**src/rtl/reg_status_file_pkg.sv**
```systemverilog
// Shared sizing constants and the read-view record for the register/status file.
// Optional same-cycle commit bypass on the read ports is enabled by REGFILE_BYPASS_EN.
package reg_status_file_pkg;

  localparam int REG_NUM         = 32;
  localparam int REG_WIDTH       = 5;
  localparam int DATA_WIDTH      = 32;
  localparam int ROB_ENTRY_WIDTH = 3;

  typedef logic [REG_WIDTH-1:0]       reg_idx_t;
  typedef logic [DATA_WIDTH-1:0]      reg_data_t;
  typedef logic [ROB_ENTRY_WIDTH-1:0] rob_tag_t;

  // What one read port presents: value, pending-writer flag and owning ROB entry.
  typedef struct packed {
    reg_data_t data;
    logic      busy;
    rob_tag_t  tag;
  } rd_view_t;

endpackage

```
**src/rtl/reg_status_file_read_port.sv**
```systemverilog
// One source-operand read port: masks the tag of idle registers, forces r0 to zero and,
// when REGFILE_BYPASS_EN is defined, forwards a same-cycle ROB commit to the reader.
module reg_read_port
  import reg_status_file_pkg::*;
(
  input  reg_idx_t  rd_reg_i,
  input  rd_view_t  stored_i,
`ifdef REGFILE_BYPASS_EN
  input  logic      commit_en_i,
  input  reg_idx_t  commit_name_i,
  input  reg_data_t commit_data_i,
  input  rob_tag_t  commit_entry_i,
`endif
  output rd_view_t  view_o
);

  always_comb begin
    view_o = stored_i;
    if (!stored_i.busy) begin
      view_o.tag = '0;
    end
`ifdef REGFILE_BYPASS_EN
    // A stale commit forwards only its data; the newer owner keeps the lock.
    if (commit_en_i && (commit_name_i == rd_reg_i)) begin
      view_o.data = commit_data_i;
      if (stored_i.busy && (stored_i.tag == commit_entry_i)) begin
        view_o.busy = 1'b0;
        view_o.tag  = '0;
      end
    end
`endif
    if (rd_reg_i == '0) begin
      view_o = '0;
    end
  end

endmodule

```
**src/rtl/reg_status_file.sv**
```systemverilog
// Architectural register file with per-register busy bit and ROB tag (rename status).
// Build option REGFILE_BYPASS_EN forwards same-cycle commits to both read ports.
module reg_status_file
  import reg_status_file_pkg::*;
(
  input  logic      clk,
  input  logic      rst,
  input  reg_idx_t  rd_reg1,
  output reg_data_t rd_data1,
  output logic      rd_busy1,
  output rob_tag_t  rd_tag1,
  input  reg_idx_t  rd_reg2,
  output reg_data_t rd_data2,
  output logic      rd_busy2,
  output rob_tag_t  rd_tag2,
  input  logic      lock_en,
  input  reg_idx_t  lock_reg,
  input  rob_tag_t  lock_entry,
  input  logic      reg_modify,
  input  reg_idx_t  reg_name,
  input  reg_data_t reg_data,
  input  rob_tag_t  reg_entry,
  input  logic      flush
);

  // No handshake: lock, commit and flush requests are accepted unconditionally every cycle.
  logic [REG_NUM-1:0][DATA_WIDTH-1:0]      data_q, data_d;
  logic [REG_NUM-1:0]                      busy_q, busy_d;
  logic [REG_NUM-1:0][ROB_ENTRY_WIDTH-1:0] tag_q,  tag_d;

  logic commit_valid, lock_valid;
  assign commit_valid = reg_modify && (reg_name != '0);
  assign lock_valid   = lock_en && (lock_reg != '0) && !flush;

  always_ff @(posedge clk or posedge rst) begin
    if (rst) begin
      data_q <= '0;
      busy_q <= '0;
      tag_q  <= '0;
    end else begin
      data_q <= data_d;
      busy_q <= busy_d;
      tag_q  <= tag_d;
    end
  end

  // Commit is applied before lock so a same-cycle lock on the same register wins the status.
  always_comb begin
    data_d = data_q;
    busy_d = busy_q;
    tag_d  = tag_q;
    if (commit_valid) begin
      data_d[reg_name] = reg_data;
      if (busy_q[reg_name] && (tag_q[reg_name] == reg_entry)) begin
        busy_d[reg_name] = 1'b0;
        tag_d[reg_name]  = '0;
      end
    end
    if (flush) begin
      busy_d = '0;
      tag_d  = '0;
    end else if (lock_valid) begin
      busy_d[lock_reg] = 1'b1;
      tag_d[lock_reg]  = lock_entry;
    end
  end

  rd_view_t stored1, stored2, view1, view2;
  assign stored1 = '{data: data_q[rd_reg1], busy: busy_q[rd_reg1], tag: tag_q[rd_reg1]};
  assign stored2 = '{data: data_q[rd_reg2], busy: busy_q[rd_reg2], tag: tag_q[rd_reg2]};

  reg_read_port u_port1 (
    .rd_reg_i       (rd_reg1),
    .stored_i       (stored1),
`ifdef REGFILE_BYPASS_EN
    .commit_en_i    (commit_valid),
    .commit_name_i  (reg_name),
    .commit_data_i  (reg_data),
    .commit_entry_i (reg_entry),
`endif
    .view_o         (view1)
  );

  reg_read_port u_port2 (
    .rd_reg_i       (rd_reg2),
    .stored_i       (stored2),
`ifdef REGFILE_BYPASS_EN
    .commit_en_i    (commit_valid),
    .commit_name_i  (reg_name),
    .commit_data_i  (reg_data),
    .commit_entry_i (reg_entry),
`endif
    .view_o         (view2)
  );

  assign rd_data1 = view1.data;
  assign rd_busy1 = view1.busy;
  assign rd_tag1  = view1.tag;
  assign rd_data2 = view2.data;
  assign rd_busy2 = view2.busy;
  assign rd_tag2  = view2.tag;

endmodule

```
**config.mk**
```make
export PLATFORM = sky130hd
export DESIGN_NAME = reg_status_file
export DESIGN_NICKNAME = d
export VERILOG_FILES = /design/src/rtl/reg_status_file_pkg.sv /design/src/rtl/reg_status_file_read_port.sv /design/src/rtl/reg_status_file.sv
export SDC_FILE = /design/constraint.sdc
export NUM_CORES = 2
export LEC_CHECK = 0
export BUFFER_PORTS_ARGS = -buffer_cell sky130_fd_sc_hd__buf_2
export CORE_UTILIZATION = 50
export DETAILED_ROUTE_END_ITERATION = 7
export PLACE_DENSITY = 0.7
export SYNTH_ARGS = -nofsm -noshare
export SYNTH_HDL_FRONTEND = slang
export SYNTH_SLANG_ARGS = --single-unit
```
**constraint.sdc**
```tcl
create_clock -name clk -period 37 [get_ports clk]
set_input_delay 0 -clock clk [delete_from_list [all_inputs] [get_ports clk]]
set_output_delay 0 -clock clk [all_outputs]
set_load 0.02 [all_outputs]
```
# Yosys cells after proc, flatten, opt, wreduce, memory -nomap -nowiden
# Cells that the tools add are included.
[word_totals] register_bits=1152 output_inout_bits=72
[op_classes] muxes=40 bitwise=5 magnitude_cmp=6 n_eq_ne=1 reduce_logical=11
[op_table] operator="1024-bit bitwise mux" count=1
[op_table] operator="96-bit two-way mux" count=4
[op_table] operator="32-bit binary-select mux with 5-bit select" count=2
[op_table] operator="32-bit two-way mux" count=7
[op_table] operator="32-bit demux with 5-bit select" count=1
[op_table] operator="96-bit bitwise AND" count=1
[op_table] operator="96-bit bitwise mux" count=1
[op_table] operator="96-bit NOT" count=1
[op_table] operator="36-bit two-way mux" count=2
[op_table] operator="3-bit binary-select mux with 5-bit select" count=3
[op_table] operator="32-bit bitwise AND" count=1
[op_table] operator="32-bit NOT" count=1
[op_table] operator="32-bit OR" count=1
[op_table] operator="3-bit demux with 5-bit select" count=2
[op_table] operator="5-bit by 6-bit < comparator with 1-bit output (second input constant)" count=4
[op_table] operator="3-bit two-way mux" count=7
[op_table] operator="1-bit binary-select mux with 5-bit select" count=3
[op_table] operator="1-bit demux with 5-bit select" count=2
[op_table] operator="5-bit by 1-bit greater-or-equal comparator with 1-bit output (second input constant)" count=2
[op_table] operator="5-bit zero test" count=2
[op_table] operator="5-bit nonzero test" count=2
[op_table] operator="1-bit logical AND" count=6
[op_table] operator="1-bit two-way mux" count=5
[op_table] operator="3-bit == test" count=1
[op_table] operator="1-bit zero test" count=1

# Logic depth before layout (Yosys ltp)
[logic_depth] ltp_word=11 ltp_mapped=11 mapped_depth_nobuf=7

# Cells and area by module
# Synthesis repeated with hierarchy kept, for this count alone.
[unflattened] hier_cells=3982 hier_area_um2=63088.0
[by_module_without_submodules] module="reg_status_file" area_per_inst_um2=62399.8 cells_per_inst=3888 n_inst=1
[by_module_without_submodules] module="reg_read_port" area_per_inst_um2=344.1 cells_per_inst=47 n_inst=2

# Least setup slack after synthesis
# OpenSTA, ideal clock, no wires.
[synth_timing] path_type="reg2reg" from="register tag_q[18] (netlist name)" to="register tag_q[92] (netlist name)" slack_ns=34.706 t_arrival_ns=2.154 setup_time_ns=0.140 stages_incl_launch_ff=9 period_less_slack_ns=2.294 path_buffers=1 path_cell_list="dfrtp_1 > mux4_2 > nor2b_1 > o311ai_1 > nand4_1 > xor2_1 > buf_6 > nor4_4 > o22ai_2"
[synth_lines] item="start: declaration" line="reg_status_file.sv:29" source="logic [REG_NUM-1:0][ROB_ENTRY_WIDTH-1:0] tag_q, tag_d;"
[synth_lines] item="start signal: assignment" line="reg_status_file.sv:43" source="tag_q <= tag_d;"

==> metrics.csv <==
metric,value,unit
worstMarginPinSlew,1.29,ns
gr-total-overflow,0,
r2r_slack,33.22,ns
synth_fp_nets,4274,
p_switching,0.997,mW
stdcell_area,70200,sq um
routed_via_density,6.74,
yosysMostFrequentCell,dfrtp_1,
synthCells,4211,
grt-busiest-layer,met2,
critPathTopFamily,buffers and inverters,
ys_seq_elements,1152,
clkPwrFrac,37.1,%
crit_chain,"dlygate4sd3_1, buf_2, dlygate4sd3_1, inv_8, buf_4, buf_4, buf_12, buf_4, buf_4",
period_minus_slack,5.33,ns
regToRegEndpoint,tag_q[72],
antenna_found_initial,2,
crit_fanout,156,
grt_pass1_wl,275000,um
met1_usage,41.7,%
synthToLayoutAreaGrowth,10.8,%
post-route-period-util,14.4,%
numPortBuffers,134,
drv_cap,0,
grt_max_degree,157,
worstPathRequired,37.74,ns
async_flop_share,100,%
instances_no_fill,5892,
die_height,358,um
critPathMostFrequentCell,buf_4,
die_x,358,um
reg2reg_depth,8,
cp.arrival,6.07,ns
cts_root_buf,clkbuf_16,
synth_edf_count,0,
use_met3,5.72,%
ys_top_cells_by_count,"dfrtp_1, mux2_2, mux4_2",
dpl-instance-area,65000,sq um
rows,130,
core_area,126000,sq um
fin_nets,4203,
grt_util_met2,44.9,%
drv_slew,0,
dp_hpwl,100000,um
ctsHtreeMaxLevel,4,
clockBufferDepth,3,
synth_top_area_share,45.5,%
crit_slowest_cell,buf_4,
place_inst,5602,
p_leak,30.1,nW
routed_wirelength,182000,um
synth_flop_cell,dfrtp_1,
cp-endpoint,data_q[387],
r2r-start,tag_q[12],
power.internal,2.76,mW
numCtsBuffers,130,
netlist_area,63300,sq um
antenna_cells,0,
clk_latency,0.78,ns
max_freq,187,MHz
startpoint,rst,
drive_above_1_share,50.4,%
crit_cells,9,
syn_avg_cell_area,15.0,sq um
grt_pass1_vias,41000,
worst_setup_path_end_kind,asynchronous set/reset pin,
synthTopCellsByArea,"dfrtp_1, mux4_2, mux2_2, nand2_1, mux2i_1",
max_stage_delay,0.90,ns
irDropWorstVdd,0.0397,mV
p_total,3.75,mW
globalplace.congestion,0.875,
vias,39700,
hold_viol,0,
cts_tree,done,
cts_setup_buffers,0,
drtIter0Drc,4016,
ys_warn_count,0,
run_status,completed,
antenna_left,0,
clock_sinks,1152,
drc,0,
wl_per_cell,31.0,um
io_pins,135,
final.setup_skew,0.0268,ns
dr.pass1.iters,5,
grt_usage,29.3,%
relSlewSlack,14.0,%
p_seq_share,43.2,%
critPathKind,in -> async,
ys_seq_area_share,45.5,%
rsz0062_at_grt,no,
start_util,50.4,%
worstHoldPathType,in -> reg,
comb_power_share,19.7,%
swShare,26.6,%
setup_violations,0,
fin_setup_tns,0,ns
p_per_area,53.5,nW/um^2
critPathLaunchType,input port,
clk_pin_slew,0.05,ns
dieArea,128000,sq um
synth_top_cell_by_area,dfrtp_1,
crit_buf_inv,9,
ys_types,48,
## kinds of logic after synthesis
family / synth area share, %
flip-flops: 45.5
XOR/XNOR: 0.0712
AND/OR/NAND/NOR: 5.88
AO/OA/AOI/OAI: 1.49
multiplexers: 43.8
buffers and inverters: 3.23
## tightest hold or removal path, delay by kind of cell
family                 cells  cell delay, ns
and+or+nand+nor            4            0.49
buffers and inverters      2            0.31
## repair_timing
action,4_1_cts,5_1_grt
gates resized for setup,0,0
endpoints found under the setup margin,0,0
endpoints found under the hold margin,1218,0
hold buffers,56,0
## power groups by stage
stage	clock network, mW	logic [mW]	registers, mW
2_1_floorplan	0	0.593	1.60
3_3_place_gp	0	0.720	1.63
3_5_place_dp	0	0.736	1.64
4_1_cts	1.41	0.743	1.62
5_1_grt	1.46	0.788	1.65
6_report	1.39	0.738	1.62
## cell usage in the layout, fill, tap and decap left out, types with 4 or more instances in the layout
master         count
buf_12             4
or4_1              4
inv_1              6
nor2b_1            8
clkinvlp_4         5
mux2i_1          105
o21ai_0            8
mux2_2           899
nor4_4            30
buf_2            124
buf_8              4
clkbuf_16        135
or2_2              4
o22ai_1          101
nand2_2            4
bufinv_16         17
clkbuf_8          30
mux4_2           735
nor2_1            93
nor2_4            14
nand2_4           11
nand3b_1          95
nand2_1          337
clkbuf_1          21
nand3_1           18
clkinv_2          14
nand2b_1          42
o21ai_1           30
inv_6              8
buf_4             74
dfrtp_1         1152
dlygate4sd3_1     56
nor3_1             7
## through the flow
stage | utilization, % | hold slack (ns) | setup slack, ns
final | 55.9 | 0.0852 | 31.67
after global routing | 55.9 | 0.0933 | 30.83
after CTS | 55.9 | 0.0123 | 31.50
after detailed placement | 51.7 | 0.186 | 31.82
after global placement | 51.7 | 0.181 | 31.87
after floorplan | - | 0.110 | 4.55
## how the worst min path moves through the flow
stage / startpoint / to / slack [ns] / cells after the start
detailed placement: rst / data_q[475] / 0.19 / 2
global route: reg_modify / data_q[647] / 0.09 / 6
finish: reg_modify / data_q[644] / 0.09 / 6
CTS: flush / tag_q[1] / 0.01 / 3
floorplan: lock_entry[0] / tag_q[72] / 0.11 / 2
global placement: rst / data_q[507] / 0.18 / 2
## routing by layer
metal,part of all wire [%],routed length [um]
met5,0.013,24
met4,4.0,7310
met3,7.9,14400
met2,47,85200
met1,41,75500
## sequential cells by signal (all words and copies together), names as in the netlist
signal and cells:
data_q 1024, busy_q 32, tag_q 96
## final cells by class
class / count / area, sq um
timing repair buffer: 264 / 1900
fill: 9824 / 55400
clock buffer: 186 / 3870
inverter: 10 / 45.0
clock inverter: 48 / 767
multi-input combinational: 2582 / 32700
sequential: 1152 / 28800
tap: 1650 / 2060
Power figures use the tool's default switching activity.
